==> config.mk <==
export PLATFORM = sky130hd
export DESIGN_NAME = mem_access_unit
export DESIGN_NICKNAME = d
export VERILOG_FILES = /design/src/rtl/mem_access_unit.sv
export SDC_FILE = /design/constraint.sdc
export NUM_CORES = 1
export LEC_CHECK = 0
export ABC_AREA = 1
export CAP_MARGIN = 20
export CORE_MARGIN = 5
export CORE_UTILIZATION = 47
export CTS_CLUSTER_DIAMETER = 120
export DETAILED_ROUTE_END_ITERATION = 6
export MAX_ROUTING_LAYER = met4
export PLACE_DENSITY = 0.9
export SLEW_MARGIN = 20
export SYNTH_ARGS = -nofsm -noshare
export SYNTH_HDL_FRONTEND = slang
export SYNTH_SLANG_ARGS = --single-unit
==> constraint.sdc <==
create_clock -name clk -period 7.66 [get_ports clk]
set_input_delay 1.532 -clock clk [delete_from_list [all_inputs] [get_ports clk]]
set_output_delay 1.532 -clock clk [all_outputs]
set_load 0.05 [all_outputs]
==> src/rtl/mem_access_unit.sv <==
// mem_access_unit
// Load/store initiator between the EX stage and a word-addressed data memory
// (2^AW words of 32 bits, combinational read, synchronous write on mem_we).
// Byte/half/word requests on byte addresses become word accesses. Sub-word
// stores take a read-modify-write through one extra WRITE cycle. Loads are
// extracted, sign/zero extended and presented as a registered WB result.
//
// Ports
//   clk, rst            clock, asynchronous active-high reset
//   req_valid           request present (accepted when req_valid && ready)
//   req_write           1 = store, 0 = load
//   req_size            00 byte, 01 half, 10 word, 11 illegal
//   req_unsigned        loads: 1 zero-extend, 0 sign-extend
//   req_addr            byte address; [AW+1:2] word, [1:0] lane, upper ignored
//   req_wdata           right-justified store data
//   req_rd              load destination register
//   ready               unit accepts a request this cycle (state == IDLE)
//   mem_we/addr/wdata   memory write port and word address
//   mem_rdata           combinational memory read data
//   wb_valid/rd/data    registered one-cycle load result
//   misalign_err        registered one-cycle pulse for an illegal request
module mem_access_unit #(
  parameter int AW = 5,
  parameter int DW = 32
) (
  input  logic          clk,
  input  logic          rst,
  input  logic          req_valid,
  input  logic          req_write,
  input  logic [1:0]    req_size,
  input  logic          req_unsigned,
  input  logic [31:0]   req_addr,
  input  logic [DW-1:0] req_wdata,
  input  logic [4:0]    req_rd,
  output logic          ready,
  output logic          mem_we,
  output logic [AW-1:0] mem_addr,
  output logic [DW-1:0] mem_wdata,
  input  logic [DW-1:0] mem_rdata,
  output logic          wb_valid,
  output logic [4:0]    wb_rd,
  output logic [DW-1:0] wb_data,
  output logic          misalign_err
);

  typedef enum logic {IDLE, WRITE} state_t;

  state_t        state;
  logic [AW-1:0] merge_addr_p1;
  logic [DW-1:0] merge_data_p1;

  logic          accept_p0;
  logic          illegal_p0;
  logic          word_store_p0;
  logic [DW-1:0] ld_data_p0;
  logic [DW-1:0] st_merge_p0;
  logic          unused_addr_bits;

  // Select the addressed lane of a memory word and extend it to 32 bits.
  function automatic logic [31:0] extend_load(input logic [31:0] rdata,
                                              input logic [1:0]  size,
                                              input logic [1:0]  lane,
                                              input logic        uns);
    logic [31:0]        shifted;
    logic signed [7:0]  b;
    logic signed [15:0] h;
    logic signed [31:0] ext;
    logic [31:0]        res;
    shifted = 32'(rdata >> {lane, 3'b000});
    b       = shifted[7:0];
    shifted = 32'(rdata >> {lane[1], 4'b0000});
    h       = shifted[15:0];
    case (size)
      2'b00: begin
        ext = b;
        res = uns ? {24'b0, b} : ext;
      end
      2'b01: begin
        ext = h;
        res = uns ? {16'b0, h} : ext;
      end
      default: res = rdata;
    endcase
    return res;
  endfunction

  // Replace the addressed byte/half lane of a memory word with store data.
  function automatic logic [31:0] merge_store(input logic [31:0] rdata,
                                              input logic [31:0] wdata,
                                              input logic [1:0]  size,
                                              input logic [1:0]  lane);
    logic [4:0]  amt;
    logic [31:0] mask;
    logic [31:0] ins;
    if (size == 2'b00) begin
      amt  = {lane, 3'b000};
      mask = 32'h0000_00FF << amt;
      ins  = {24'b0, wdata[7:0]};
    end else begin
      amt  = {lane[1], 4'b0000};
      mask = 32'h0000_FFFF << amt;
      ins  = {16'b0, wdata[15:0]};
    end
    return (rdata & ~mask) | (ins << amt);
  endfunction

  assign unused_addr_bits = ^req_addr[31:AW+2];

  // Stage p0: request decode, lane extraction and store merge
  assign ready         = (state == IDLE);
  assign accept_p0     = req_valid && ready;
  assign illegal_p0    = (req_size == 2'b11) ||
                         (req_size == 2'b01 && req_addr[0]) ||
                         (req_size == 2'b10 && req_addr[1:0] != 2'b00);
  assign word_store_p0 = accept_p0 && req_write && !illegal_p0 && (req_size == 2'b10);
  assign ld_data_p0    = extend_load(mem_rdata, req_size, req_addr[1:0], req_unsigned);
  assign st_merge_p0   = merge_store(mem_rdata, req_wdata, req_size, req_addr[1:0]);

  assign mem_we    = (state == WRITE) ? 1'b1 : word_store_p0;
  assign mem_addr  = (state == WRITE) ? merge_addr_p1 : req_addr[AW+1:2];
  assign mem_wdata = (state == WRITE) ? merge_data_p1 : req_wdata;

  // Stage p1: FSM, merge registers and registered write-back
  always_ff @(posedge clk or posedge rst) begin
    if (rst) begin
      state         <= IDLE;
      merge_addr_p1 <= '0;
      merge_data_p1 <= '0;
      wb_valid      <= 1'b0;
      wb_rd         <= '0;
      wb_data       <= '0;
      misalign_err  <= 1'b0;
    end else begin
      wb_valid     <= 1'b0;
      misalign_err <= 1'b0;
      case (state)
        IDLE: begin
          if (accept_p0) begin
            if (illegal_p0) begin
              misalign_err <= 1'b1;
            end else if (!req_write) begin
              wb_valid <= 1'b1;
              wb_rd    <= req_rd;
              wb_data  <= ld_data_p0;
            end else if (req_size != 2'b10) begin
              merge_addr_p1 <= req_addr[AW+1:2];
              merge_data_p1 <= st_merge_p0;
              state         <= WRITE;
            end
          end
        end
        WRITE: state <= IDLE;
        default: state <= IDLE;
      endcase
    end
  end

endmodule

==> results.toml, run 1 <==
[status]
outcome = "completed"

[power_and_ir_drop]
seqPwrFrac_pct = 36.0
p_int_mw = 0.9220
powerDensity_nw_per_um2 = 236.1
clkPwrFrac_pct = 24.5
p_leak_nw = 3.288
ir_worst_vdd_mv = 0.1797
p_sw_mw = 0.6018
p_sw_share_pct = 39.49
finalPower_mw = 1.524
p_comb_share_pct = 39.5

[drt]
drc_errors = 0
wirelength_um = 14970
ant_nets = 0
drtIter0Drc = 349
vias = 5000
detail_route.wl_per_cell_um = 15.42
dr.pass1.iters = 4
viasPerCell = 5.149

[global_routing]
grt_pass1_vias = 4776
overflow = 0
antenna_found_initial = 0
grt_usage_pct = 26.57
grt_first_pass_wirelength_um = 23770
grt_max_degree = 78

[timing]
tns_ns = 0
max_freq_mhz = 181.4
relSlewSlack_pct = 34.56
fin_crit_ns = 5.512
skew_ns = 0.01208
rsz0062_at_grt = "false"
tightest_slew_ns = 0.9816
drv_slew = 0
hold_viol = 0
setup_viol_count_final = 0
final.period_utilization_pct = 71.96

[critical_path]
crit_family = "buffers and inverters"
critPathKind = "input port to primary output"
crit_arrival_ns = 3.98
slowest_stage = "clkdlybuf4s50_1"
crit_chain = "clkdlybuf4s50_1 -> o21ai_1 -> nand3_1 -> o31ai_1 -> clkdlybuf4s50_1"
cp-startpoint = "req_size[0]"
critPathCaptureType = "primary output"
crit_required_ns = 6.13
worst_path_largest_cell_delay_ns = 0.89
cp_max_fo = 11
crit_buf_inv = 2
r2r_slack_ns = 5.57
crit_top_cell = "clkdlybuf4s50_1"
rr_startpoint = "state$_DFF_PP0_"
start_kind = "input port"

[final_layout]
regArea_um2 = 1927
drive_above_1_share_pct = 6.086
syn2layout_area_growth_pct = 40.53
fill_cells = 880
n_antenna_cell = 0
fin_cells = 971
fin_nets = 942
multi_input_area_um2 = 2297

[placement]
port_buffers = 160
hpwlAfterDp_um = 10900
gp_congestion = 0.9402
placed_cells = 955

[yosys]
synth_top_area_cell = "dfrtp_1"
synth_nets = 803
yosys.area.top_type_share_pct = 41.95
ys_seq_area_share_pct = 41.95
synth.cell_area_um2 = 4593
synth_cells = 695
yosysWarnings = 0
yosysUniqueCellTypes = 29
yosys-top-cells-area = "dfrtp_1 42%, nand2_1 28%, nor2_1 5.4%, o21ai_0 5.1%, inv_1 3.1%"
ys_ff_latch = 77
syn_area_per_cell_um2 = 6.609

[floorplanning]
design.core.area_um2 = 9639
io_pins = 186
fp-row-count = 36
dieArea_um2 = 11850
die_h_um = 108.9
die_w_um = 108.9
start_util_pct = 47.65

[cts]
path_clk_slew_ns = 0.08
insertion_delay_ns = 0.36
cts_resized = 0
clockBufferDepth = 2
h-tree-depth = 3
hold_buffers = 0
cts_sinks = 77
cts_buffers = 9
cts_tree = "yes"
cts-root-buf = "clkbuf_8"
postCtsSetupRepairBufs = 0

[job]
max_cap_viol_count = 0

[min_path]
hold_class = "register to register"
hp-start = "merge_data_p1[28]$_DFFE_PP0P_"
## metrics by stage
stage | hold WS (ns) | area [um2] | util, % | worst slack (ns)
final | 0.4811 | 6455 | 66.97 | 2.148
after floorplan | 0.4487 | 4593 | - | 2.968
after global placement | 0.4615 | 6198 | 64.30 | 2.333
after global routing | 0.5043 | 6455 | 66.97 | 2.097
after CTS | 0.4852 | 6435 | 66.76 | 2.175
after detailed placement | 0.4644 | 6198 | 64.30 | 2.255
## tightest hold or removal path, stage by stage, from the launching register on
cell	delay, ns
dfrtp_1	0.35
nand2_1	0.05
nand2_1	0.05
## final timing paths
| path | to | cells after the start |
|---|---|---|
| min in group asynchronous | merge_addr_p1[0]$_DFFE_PP0P_ | 3 |
| worst max-delay path | mem_we | 5 |
| worst min register to register | merge_data_p1[28]$_DFFE_PP0P_ | 2 |
| worst min-delay path | merge_data_p1[28]$_DFFE_PP0P_ | 2 |
| max in group asynchronous | wb_data[15]$_DFFE_PP0P_ | 3 |
| worst max register to register | wb_data[17]$_DFFE_PP0P_ | 7 |
## kinds of logic (layout without fill, tap and decap cells)
family,after synthesis,after routing,share of synthesized area (%)
buf+inv,82,225,8.036
flops,77,77,41.95
compound gates,98,98,11.93
simple gates,438,438,38.08
## power by group through the flow
stage	Sequential (mW)	Clock (mW)	Combinational, mW
floorplan	0.711	0	0.226
detailed placement	0.553	0	0.599
global route	0.560	0.393	0.643
CTS	0.548	0.376	0.603
global placement	0.551	0	0.591
finish	0.548	0.374	0.602
## flip-flops by register name, indices dropped and copies added, names as in the netlist
| name | flops |
|---|---|
| merge_addr_p1 | 5 |
| merge_data_p1 | 32 |
| misalign_err | 1 |
| state | 1 |
| wb_data | 32 |
| wb_rd | 5 |
| wb_valid | 1 |
## layer usage
metal / global-route usage [%] / routed length (um) / part of all wire (%)
met3: 5.565 / 1317 / 8.8
met2: 41.88 / 6870 / 46
met4: 9.829 / 520 / 3.5
met5: - / 0 / 0
met1: 33.90 / 6262 / 42
## layout make-up
type | count | share of cell area [%]
multi-input combinational | 536 | 35.59
sequential | 77 | 29.85
timing repair buffer | 166 | 25.70
inverter | 44 | 2.617
tap | 133 | 2.578
clock buffer | 9 | 1.919
clock inverter | 6 | 1.745
## Yosys cell counts (all sizes together)
cell    number
o31ai        1
inv         44
buf         22
nand2      348
nand3b       1
nand3        9
o21ai       63
dfrtp       77
o22ai        9
or2          1
and2         1
a21oi       24
a21boi       1
clkbuf      16
nand4        1
nor3         6
nor2        71
## cell usage in the layout (no fill, tap or decap), types with 2 or more instances in the layout
master           Yosys  layout
nor2_1              66      66
a21oi_1             14      14
a21oi_2             10      10
o21ai_1             15      15
nor2_4               3       3
clkinv_2             0       2
clkdlybuf4s50_1      0     160
inv_2                5       5
clkbuf_8             0       9
clkinv_4             0       2
nand2_2              4       4
buf_4                8       5
nor3_1               6       6
nand3_1              7       7
o21ai_0             47      47
dfrtp_1             77      77
o22ai_1              9       9
inv_1               38      37
nand3_2              2       2
bufinv_16            0       3
nand2_1            344     344
nor2_8               2       2
(Power assumes the default switching activity.)
==> inputs of run 2 (changes only) <==
--- a/config.mk
+++ b/config.mk
@@ -8,11 +8,11 @@
 export ABC_AREA = 1
 export CAP_MARGIN = 20
 export CORE_MARGIN = 5
-export CORE_UTILIZATION = 47
+export CORE_UTILIZATION = 40
 export CTS_CLUSTER_DIAMETER = 120
 export DETAILED_ROUTE_END_ITERATION = 6
 export MAX_ROUTING_LAYER = met4
-export PLACE_DENSITY = 0.9
+export PLACE_DENSITY = 0.82
 export SLEW_MARGIN = 20
 export SYNTH_ARGS = -nofsm -noshare
 export SYNTH_HDL_FRONTEND = slang
==> constraint.sdc (replaced) <==
create_clock -name clk -period 4.7 [get_ports clk]
set_input_delay 0.94 -clock clk [delete_from_list [all_inputs] [get_ports clk]]
set_output_delay 0.94 -clock clk [all_outputs]
set_load 0.05 [all_outputs]
==> results.toml, run 2 (same netlist as run 1, synthesis figures left out) <==
[cts]
hold_buffers = 0
cts-root-buf = "clkbuf_16"
cts_buffers = 9
cts_resized = 0
cts_tree = "yes"
insertion_delay_ns = 0.33
clockBufferDepth = 2
path_clk_slew_ns = 0.06
h-tree-depth = 3
cts_sinks = 77
postCtsSetupRepairBufs = 0

[floorplanning]
design.core.area_um2 = 11320
fp-row-count = 39
dieArea_um2 = 13730
io_pins = 186
die_w_um = 117.2
die_h_um = 117.2
start_util_pct = 40.57

[placement]
gp_congestion = 0.9383
placed_cell_area_um2 = 6236
port_buffers = 160
placed_cells = 967
hpwlAfterDp_um = 11160

[drt]
drtIter0Drc = 397
viasPerCell = 4.930
ant_nets = 0
wirelength_um = 14960
dr.pass1.iters = 5
detail_route.wl_per_cell_um = 15.24
vias = 4836
highest_layer = "met4"
drc_errors = 0
wl_met3_um = 1309
met2_length_um = 6953
wl_met1_um = 6381

[critical_path]
slowest_stage = "clkdlybuf4s50_1"
critPathKind = "input port to primary output"
cp_max_fo = 16
crit_required_ns = 3.76
crit_family = "buffers and inverters"
crit_chain = "clkdlybuf4s50_1 -> inv_2 -> nor2_1 -> inv_1 -> o31ai_1 -> buf_12"
crit_arrival_ns = 2.82
worst_path_largest_cell_delay_ns = 0.78
critPathCaptureType = "primary output"
crit_buf_inv = 4
start_kind = "input port"

[timing]
tns_ns = 0
tightest_slew_ns = 0.9026
relSlewSlack_pct = 39.82
hold_viol = 0
whs_ns = 0.4783
rsz0062_at_grt = "false"
final.period_utilization_pct = 80.05
setup_viol_count_final = 0
fin_crit_ns = 3.762
max_freq_mhz = 265.8
drv_slew = 0
skew_ns = 0.003495

[final_layout]
syn2layout_area_growth_pct = 41.90
multi_input_area_um2 = 2297
n_antenna_cell = 0
final_cell_mix = "344 x nand2_1, 159 x clkdlybuf4s50_1, 77 x dfrtp_1, 66 x nor2_1, 47 x o21ai_0"
fin_util_pct = 57.57
largest_registers = "merge_data_p1: 32 flops, wb_data: 32 flops"
final_common_cell = "nand2_1"
fill_cells = 1065
regArea_um2 = 1927
drive_above_1_share_pct = 5.967
fin_nets = 943
fin_area_um2 = 6518
fin_cells = 981

[job]
max_cap_viol_count = 0

[global_routing]
antenna_found_initial = 0
grt_first_pass_wirelength_um = 23520
grt_usage_pct = 22.81
grt_max_degree = 55
grt_pass1_vias = 4598
overflow = 0

[status]
outcome = "completed"

[power_and_ir_drop]
powerDensity_nw_per_um2 = 391.3
p_leak_nw = 3.311
ir_worst_vdd_mv = 0.2508

[min_path]
hold_class = "register to register"
run 2: changes by cell type in the layout (fill, tap and decap cells not counted):
cell	delta
clkdlybuf4s50_1	-1
clkinv_4	-2
buf_4	+2
clkbuf_8	-8
clkbuf_16	+9
clkbuf_1	+2
bufinv_16	-2
run 2: layout make-up:
class                           count  area share [%]
Clock buffer                       12           3.782
Clock inverter                      2          0.5375
Multi-Input combinational cell    536           35.25
Sequential cell                    77           29.56
Tap cell                          143           2.745
Timing Repair Buffer              167           25.53
Inverter                           44           2.592
run 2: worst reg2reg max path: cells and delay by family, from the launching register on:
kind	cells	cell delay [ns]
buffers and inverters	3	1.01
flip-flops	1	0.61
AND/OR/NAND/NOR	5	0.52
run 2: routing by layer:
layer  vias up  GRT usage [%]
li1       2424              -
met1      2174          29.76
met2       215          35.48
met3        23          5.193
met4         0          7.034
met5         -              -
run 2: report_power, final:
group | total, mW | internal, mW | switching (mW)
clock network | 0.676 | 0.419 | 0.257
logic | 0.978 | 0.341 | 0.636
registers | 0.897 | 0.813 | 0.0833
total | 2.55 | 1.57 | 0.977
run 2: per-stage QoR:
step | power [mW] | setup slack, ns
final | 2.550 | 0.9375
after CTS | 2.565 | 0.9274
after detailed placement | 1.883 | 0.9423
after floorplan | 1.526 | 1.192
after global placement | 1.871 | 0.9381
after global routing | 2.675 | 0.7713
run 2: worst paths after layout:
path	from	end	slack [ns]	cells after the start
setup / recovery	req_size[1]	mem_we	0.94	6
max in group asynchronous	rst	merge_data_p1[22]$_DFFE_PP0P_	2.74	3
min in group asynchronous	rst	merge_data_p1[27]$_DFFE_PP0P_	1.10	2
setup reg to reg	state$_DFF_PP0_	merge_data_p1[9]$_DFFE_PP0P_	2.44	8
hold reg to reg	merge_addr_p1[0]$_DFFE_PP0P_	merge_addr_p1[0]$_DFFE_PP0P_	0.48	2
hold / removal	merge_addr_p1[0]$_DFFE_PP0P_	merge_addr_p1[0]$_DFFE_PP0P_	0.48	2
